`config.mk`:
```
export PLATFORM = sky130hd
export DESIGN_NAME = sr8_seq_ctrl
export DESIGN_NICKNAME = d
export VERILOG_FILES = /design/src/rtl/sr8_pkg.sv /design/src/rtl/sr8_seq_ctrl.sv
export SDC_FILE = /design/constraint.sdc
export NUM_CORES = 1
export LEC_CHECK = 0
export ABC_AREA = 1
export CELL_PAD_IN_SITES_DETAIL_PLACEMENT = 1
export CELL_PAD_IN_SITES_GLOBAL_PLACEMENT = 1
export CORE_MARGIN = 2
export CORE_UTILIZATION = 35
export DETAILED_ROUTE_END_ITERATION = 10
export PLACE_DENSITY = 0.82
export SETUP_SLACK_MARGIN = 0.5
export SYNTH_ARGS = -nofsm -noshare
export SYNTH_HDL_FRONTEND = slang
export SYNTH_SLANG_ARGS = --single-unit
export TNS_END_PERCENT = 5
```
`constraint.sdc`:
```
create_clock -name clk -period 1.4 [get_ports clk]
set_input_delay 0.28 -clock clk [delete_from_list [all_inputs] [get_ports clk]]
set_output_delay 0.28 -clock clk [all_outputs]
set_load 0.005 [all_outputs]
```
`src/rtl/sr8_pkg.sv`:
```
// Shared types and constants for the 8-bit shift-register sequencer.
package sr8_pkg;

  localparam int W     = 8;
  localparam int SEL_W = 3;

  typedef enum logic [1:0] {
    IDLE  = 2'd0,
    SHIFT = 2'd1,
    SCAN  = 2'd2,
    DONE  = 2'd3
  } state_e;

  localparam logic [1:0] CMD_NOP = 2'b00;
  localparam logic [1:0] CMD_WR  = 2'b01;
  localparam logic [1:0] CMD_RD  = 2'b10;
  localparam logic [1:0] CMD_WRV = 2'b11;

endpackage

```
`src/rtl/sr8_seq_ctrl.sv`:
```
// Sequencer owning the shift-register/mux datapath: serialises a byte, scans it
// back through the Z mux, or both with a compare. Every output is registered.
module sr8_seq_ctrl
  import sr8_pkg::*;
(
  input  logic             clk,
  input  logic             rst_n,
  input  logic             start,
  input  logic [1:0]       cmd,
  input  logic [W-1:0]     din,
  output logic             busy,
  output logic             done,
  output logic [W-1:0]     rdata,
  output logic             match,
  output logic             sr_en,
  output logic             sr_s,
  output logic [SEL_W-1:0] sel,
  input  logic             z
);

  localparam logic [SEL_W-1:0] CNT_LAST = SEL_W'(W - 1);

  state_e           state_q, state_d;
  logic [SEL_W-1:0] cnt_q, cnt_d;
  logic [W-1:0]     shadow_q, shadow_d;
  logic [1:0]       op_q, op_d;
  logic             busy_q, busy_d;
  logic             done_q, done_d;
  logic [W-1:0]     rdata_q, rdata_d;
  logic             match_q, match_d;
  logic             sr_en_q, sr_en_d;
  logic             sr_s_q, sr_s_d;
  logic [SEL_W-1:0] sel_q, sel_d;
  logic [W-1:0]     rdata_scan;

  // Outputs are computed one cycle ahead, for the state being entered, so the
  // registered pins are already valid during the cycle they apply to.
  always_comb begin
    // NOTE: every variable gets a default before the case so no path leaves
    // one unassigned, which would otherwise infer a latch.
    state_d    = state_q;
    cnt_d      = cnt_q;
    shadow_d   = shadow_q;
    op_d       = op_q;
    busy_d     = busy_q;
    done_d     = 1'b0;
    rdata_d    = rdata_q;
    match_d    = match_q;
    sr_en_d    = sr_en_q;
    sr_s_d     = sr_s_q;
    sel_d      = sel_q;
    rdata_scan = rdata_q;
    rdata_scan[cnt_q] = z;

    unique case (state_q)
      IDLE: begin
        if (start && cmd != CMD_NOP) begin
          shadow_d = din;
          op_d     = cmd;
          cnt_d    = '0;
          busy_d   = 1'b1;
          match_d  = 1'b0;
          if (cmd == CMD_RD) begin
            state_d = SCAN;
            sel_d   = '0;
            rdata_d = '0;
          end else begin
            state_d = SHIFT;
            sr_en_d = 1'b1;
            sr_s_d  = din[W-1];
          end
        end
      end

      SHIFT: begin
        if (cnt_q != CNT_LAST) begin
          cnt_d  = cnt_q + 1'b1;
          sr_s_d = shadow_q[CNT_LAST - cnt_d];
        end else begin
          cnt_d   = '0;
          sr_en_d = 1'b0;
          sr_s_d  = 1'b0;
          if (op_q == CMD_WRV) begin
            state_d = SCAN;
            sel_d   = '0;
            rdata_d = '0;
          end else begin
            state_d = DONE;
            busy_d  = 1'b0;
            done_d  = 1'b1;
            match_d = 1'b0;
          end
        end
      end

      SCAN: begin
        rdata_d = rdata_scan;
        if (cnt_q != CNT_LAST) begin
          cnt_d = cnt_q + 1'b1;
          sel_d = cnt_q + 1'b1;
        end else begin
          cnt_d   = '0;
          sel_d   = '0;
          state_d = DONE;
          busy_d  = 1'b0;
          done_d  = 1'b1;
          match_d = (op_q == CMD_WRV) && (rdata_scan == shadow_q);
        end
      end

      DONE: state_d = IDLE;

      default: state_d = IDLE;
    endcase
  end

  // NOTE: sequential state uses non-blocking assignments so every register
  // samples the pre-edge values, independent of statement order.
  always_ff @(posedge clk or negedge rst_n) begin
    if (!rst_n) begin
      state_q  <= IDLE;
      cnt_q    <= '0;
      shadow_q <= '0;
      op_q     <= CMD_NOP;
      busy_q   <= 1'b0;
      done_q   <= 1'b0;
      rdata_q  <= '0;
      match_q  <= 1'b0;
      sr_en_q  <= 1'b0;
      sr_s_q   <= 1'b0;
      sel_q    <= '0;
    end else begin
      state_q  <= state_d;
      cnt_q    <= cnt_d;
      shadow_q <= shadow_d;
      op_q     <= op_d;
      busy_q   <= busy_d;
      done_q   <= done_d;
      rdata_q  <= rdata_d;
      match_q  <= match_d;
      sr_en_q  <= sr_en_d;
      sr_s_q   <= sr_s_d;
      sel_q    <= sel_d;
    end
  end

  assign busy  = busy_q;
  assign done  = done_q;
  assign rdata = rdata_q;
  assign match = match_q;
  assign sr_en = sr_en_q;
  assign sr_s  = sr_s_q;
  assign sel   = sel_q;

endmodule

```
==> results.md, run 1 <==
* Unrepaired setup endpoints after global routing: true
* Pin count of the biggest net entering global routing at 32
* GPL Wtd Cong at approximately 0.94
* Crit. Startpoint: state_q[0]
* Setup Skew at 0.00802 ns
* Ranking of synthesized cells by area: dfrtp_1, nand2_1, nand3_1
* Core area at between 5000 and 6000 um^2
* Synth top area share at 0.398
* Worst Hold Class: input pin to asynchronous set/reset pin
* Clk pin slew, worst setup/hold paths at ~0.07 ns
* Max incr delay on CP at 0.42 ns
* WL/cell at 15.9 um
* Syn-to-layout area delta at 45.5%
* Remaining DRCs at 0
* Number of fill cells at 663
* Cell mode on critical path: inv_2
* Clock Path Buffers at 2
* Max-slew violations at 0
* Status: complete, but fails checks
* Synth Flop Type: dfrtp_1
* Max-capacitance violation count at 0
* Overflow after GRT at 0
* Asr flop ratio synth at 1.00
* Max H-tree Level at 2
* Syn Area/Cell at 7.65 um^2
* Vias in the first global route at 2,218
* PwrDens at 2410 nW/um^2
* Port Buf Inserts at 29
* Highest clock rate at approximately 630 MHz
* Worst skew pair latency at about 0.29 ns
* Period Utilization, post-route at 1.14
* Seq cells post-synth at 31
* Synth area leader: dfrtp_1
* Violated checks: setup timing
* Initial antenna violation count at 0
* Mapped Cells at 255
* Initial Util at 0.359
* Die ar. at just over 6000 um^2
* Max FO, Critical Path at 7
* Layout Cells excl Fill at 398
* Final min period at roughly 1.6 ns
* Endpoints failing setup at 27
* CP max-delay cell: dfrtp_1
* CTS root buf: clkbuf_8
* Clock sink count at 31
* IO Count at 30
* Overall die height at roughly 80 um
* R2R Path Start: state_q[0]
* Design Area, Final at between 2000 and 3000 um^2
* Final-report hold violation count at 0
* Fraction of layout cells with a size suffix above 1 at 0.334
* Critical path cell sequence: inv_2 > ha_4 > inv_4 > a21oi_4 > inv_2 > nand2_4 > nor2_4 > buf_12 > buf_16 > o21ai_2
* DP Area at between 2000 and 3000 um^2
* Worst rel slew slack at 0.758
* Least-Margin Pin Slew at 0.360 ns
* NumNets Final at 344
* Synth unique cells at 25
* Post-synth EDFFs at 0
* GRT Util Overall at 0.220
* Fin worst setup slack at -0.193 ns
* Critical path data required time at 1.58 ns
* Share of the yosys chip area belonging to registers at 0.398
* Post-CTS Hold Buffers at 0
* CTS tree: yes
* DIE WIDTH at about 80 um
* Via/cell ratio at 5.27
* Wirelength, routed at approximately 6.3 mm
* Vias at ~2,100
* Diodes inserted at 0
* Cts bufs inserted at 5
* CP endpoint kind: flop
* Routed Antenna Nets at 0
* CP startpoint kind: flop
* WP data arrival at 1.77 ns
* Detailed Place HPWL at 4.48 mm
* Placed cells at slightly below 400
* Warnings from Yosys at 0
* Static leakage at 1.37 nW
* Pre-CTS WS at -0.337 ns
* First-pass GRT wire length at 10.5 mm
* Placement Rows at 27
* Mapped Nets at ~270
* Top-count cell post-synth: nand2_1
* Drt pass-1 iters at 4
* Most frequent cells after synthesis: nand2_1, nand3_1, inv_1
* Post-Syn Area at 1950 um^2
* VDD IR max at 1.29 mV
* CP Class: flop to flop
* First DRT Iteration DRCs at 78
metal layers:
metal  track usage  vias to the layer above  share of wire
met4        0.0982                        0          0.026
met5             0                        -              0
met2         0.363                       64           0.51
met3        0.0471                       18          0.053
li1              -                      986              -
met1         0.274                     1030           0.41
critical path, delay by kind of cell, from the launching register on:
family	cells	cell delay (ns)
AO/OA/AOI/OAI	2	0.09
adder cells (fa/ha/maj)	1	0.19
AND/OR/NAND/NOR	2	0.26
flip-flops	1	0.42
buffers and inverters	5	0.52
final timing paths:
check                                    to  slack [ns]  depth (start not counted)
worst max-delay path               rdata[5]       -0.19                         10
worst max register to register     rdata[5]       -0.19                         10
worst min-delay path            shadow_q[1]        0.34                          2
min in group clk                       sr_s        0.50                          2
max in group asynchronous          rdata[7]        0.87                          2
worst min register to register         sr_s        0.50                          2
report_power, final:
group / leakage [nW] / switching [mW] / internal, mW
clock network: 0.0515 / 0.348 / 0.449
logic: 0.932 / 2.45 / 2.04
registers: 0.384 / 0.283 / 1.26
metrics by stage:
step / utilization / hold WS [ns] / power, mW / setup TNS, ns
after floorplan: - / -0.0156 / 3.85 / 0
after global placement: 0.482 / 0.486 / 5.34 / -5.72
after detailed placement: 0.482 / 0.488 / 5.51 / -7.00
after CTS: 0.507 / 0.351 / 6.63 / -2.95
after global routing: 0.522 / 0.350 / 7.38 / -5.11
final: 0.522 / 0.344 / 6.83 / -2.88
area by class of cell:
| class | count | area, um^2 | share of cell area |
|---|---|---|---|
| Multi-Input combinational cell | 176 | 1060 | 0.375 |
| Sequential cell | 31 | 776 | 0.273 |
| Timing Repair Buffer | 74 | 657 | 0.231 |
| Inverter | 37 | 151 | 0.0534 |
| Clock buffer | 8 | 100 | 0.0353 |
| Tap cell | 72 | 90.1 | 0.0317 |
placed cells by master (no fill, tap or decap), drive strengths merged:
| cell type | n |
|---|---|
| a211oi | 1 |
| a21oi | 14 |
| buf | 59 |
| clkbuf | 8 |
| clkdlybuf4s50 | 13 |
| dfrtp | 31 |
| dlygate4sd2 | 2 |
| ha | 5 |
| inv | 37 |
| nand2 | 51 |
| nand3 | 35 |
| nand4 | 14 |
| nor2 | 23 |
| o211ai | 4 |
| o21ai | 29 |
state kept, by name, indices dropped and copies added (netlist names):
name / cells
busy: 1
cnt_q: 3
done: 1
match: 1
op_q: 2
rdata: 8
sel: 3
shadow_q: 8
sr_en: 1
sr_s: 1
state_q: 2
cells by family after synthesis:
family,synth area share
adder cells (fa/ha/maj),0.0321
AND/OR/NAND/NOR,0.305
AO/OA/AOI/OAI,0.145
buffers and inverters,0.121
flip-flops,0.398
timing repair:
| item | 4_1_cts | 5_1_grt |
|---|---|---|
| endpoints found under the hold margin | 0 | 0 |
| pin swaps | 7 | 7 |
| cloned | 1 | 0 |
| gates resized for setup | 76 | 16 |
| setup endpoints to repair | 47 | 47 |
| buffers inserted | 2 | 2 |
Power figures use the tool's default switching activity.
==> run 2, diff against run 1 <==
CELL_PAD_IN_SITES_GLOBAL_PLACEMENT = 2   (was 1)
CORE_UTILIZATION = 28   (was 35)
PLACE_DENSITY = 0.83   (was 0.82)
SLEW_MARGIN = 10   (was unset)
==> results.md, run 2 (synthesis results as in run 1) <==
* CP max-delay cell: dfrtp_1
* Fraction of layout cells with a size suffix above 1 at 0.385 (+0.0505)
* Status: complete, but fails checks
* Highest clock rate at 608 MHz (-3.2%)
* Overflow after GRT at 0 (unchanged)
* Final min period at 1.64 ns (+0.0520 ns)
* NumNets Final at 348 (+1.2%)
* Max-capacitance violation count at 0 (unchanged)
* Critical path data required time at 1.62 ns (+0.04 ns)
* Initial antenna violation count at 0 (unchanged)
* Worst rel slew slack at 0.662 (-0.0963)
* Worst R2R Path Depth at 8 (-2)
* Fin worst setup slack at -0.245 ns (-0.0520 ns)
* WP data arrival at 1.87 ns (+0.10 ns)
* Diodes inserted at 0 (unchanged)
* Max-slew violations at 0 (unchanged)
* Placed cells at 395 (+2.6%)
* Clk pin slew, worst setup/hold paths at 0.08 ns (about the same)
* Vias in the first global route at 2,032 (-8.4%)
* Overall die height at 87.5 um (+11%)
* Violated checks: setup timing
* GRT Util Overall at 0.168 (-0.0516)
* Final-report hold violation count at 0 (unchanged)
* Remaining DRCs at 0 (unchanged)
* R2R Path Start: state_q[0]
* WL/cell at 16.5 um (+3.4%)
* Via/cell ratio at 4.98 (-5.5%)
* IO Count at 30 (unchanged)
* Endpoints failing setup at 29 (+7.4%)
* Syn-to-layout area delta at 49.3%
* First DRT Iteration DRCs at 68 (-13%)
* Worst Hold Class: input pin to asynchronous set/reset pin
* CP Class: flop to flop
* Cts bufs inserted at 5 (unchanged)
* PwrDens at 2440 nW/um^2 (+1.2%)
* CTS root buf: clkbuf_8
* Area of the multi-input gates at 1100 um^2 (+3.9%)
* Clock sink count at 31 (unchanged)
* GPL Wtd Cong at 0.799 (-15%)
* Layout Cells excl Fill at 410 (+3.0%)
* Period Utilization, post-route at 1.17 (+0.0372)
* CTS tree: yes
* Unrepaired setup endpoints after global routing: true
* CP endpoint kind: flop
* Most frequent cells in the layout: nand2_1, buf_4, nand3_1
* VDD IR max at 0.645 mV (-50%)
* Critical path cell sequence: inv_2 > ha_4 > o21ai_2 > o21ai_1 > nand2_2 > nor2_1 > o211ai_1 > nand3_1
* Worst skew pair latency at 0.29 ns (about the same)
* Max incr delay on CP at 0.42 ns (about the same)
* First-pass GRT wire length at 9.82 mm (-6.4%)
* DIE WIDTH at 87.5 um (+11%)
* Post-CTS Hold Buffers at 0 (unchanged)
* Number of fill cells at 833 (+26%)
* Routed Antenna Nets at 0 (unchanged)
* R2R setup slack at -0.24 ns (-0.05 ns)
* Least-Margin Pin Slew at 0.502 ns (+0.142 ns)
* RR Endpoint: sr_s
* Core area at 6760 um^2 (+24%)
* Initial Util at 0.289 (-0.0699)
* Static leakage at 1.38 nW (+1.3%)
* CP startpoint kind: flop
* Setup Skew at 0.00894 ns (+0.000920 ns)
* CP Buf/Inv Count at 1 (-4)
* Vias at 2,042 (-2.7%)
* Pin count of the biggest net entering global routing at 32 (unchanged)
* Clock Path Buffers at 2 (unchanged)
* Port Buf Inserts at 29 (unchanged)
* Wirelength, routed at 6.75 mm (+6.5%)
* Register area at 778 um^2 (+0.32%)
* Max H-tree Level at 2 (unchanged)
* Placement Rows at 30 (+11%)
* Detailed Place HPWL at 4.47 mm (-0.39%)
* Die ar. at 7650 um^2 (+24%)
* Drt pass-1 iters at 4 (unchanged)
* Max FO, Critical Path at 5 (-2)
* Pre-CTS WS at -0.427 ns (-0.0904 ns)
* Top delay family on crit path: simple AND/OR/NAND/NOR gates
-- run 2: changes by cell type in the layout (fill, tap and decap cells not counted), sizes merged --
| cell | delta |
|---|---|
| buf | +2 |
| bufinv | +1 |
| clkinv | +1 |
-- run 2: power breakdown --
group	internal [mW]	switching, mW
registers	1.27	0.295
logic	2.05	2.52
clock network	0.576	0.377
-- run 2: final cells by class --
cell class,instances,area share
Clock inverter,2,0.0120
Tap cell,80,0.0344
Multi-Input combinational cell,176,0.379
Sequential cell,31,0.267
Timing Repair Buffer,78,0.226
Clock buffer,6,0.0284
Inverter,37,0.0529
-- run 2: stage by stage --
step	power [mW]	cell area, um^2	TNS, ns	util	hold WS (ns)
floorplan	3.85	2000	0	-	-0.0156
global placement	5.33	2630	-6.50	0.390	0.475
detailed placement	5.45	2630	-7.97	0.390	0.476
CTS	6.47	2750	-2.31	0.407	0.355
global route	7.62	2910	-5.54	0.431	0.365
finish	7.09	2910	-3.48	0.431	0.343
-- run 2: per-layer routing --
metal | wire [um] | global-route usage | up-vias | share of wire
li1 | - | - | 993 | -
met1 | 2890 | 0.217 | 1005 | 0.43
met2 | 3560 | 0.284 | 36 | 0.53
met3 | 209 | 0.0265 | 8 | 0.031
met4 | 92 | 0.0573 | 0 | 0.014
met5 | 0 | 0 | - | 0
-- run 2: worst max-delay path by stage --
stage / startpoint / endpoint / cells past startpoint
global route: state_q[1] / sr_s / 8
CTS: state_q[1] / rdata[0] / 9
finish: state_q[0] / sr_s / 8
global placement: z / match / 10
detailed placement: cmd[1] / sr_s / 8
floorplan: state_q[0] / rdata[3] / 10
-- run 2: timing repair --
action                                  CTS  global route
setup buffers                             1             4
pin swaps                                 8             9
gates cloned                              0             2
resized for setup                        75            25
endpoints found under the setup margin   47            47
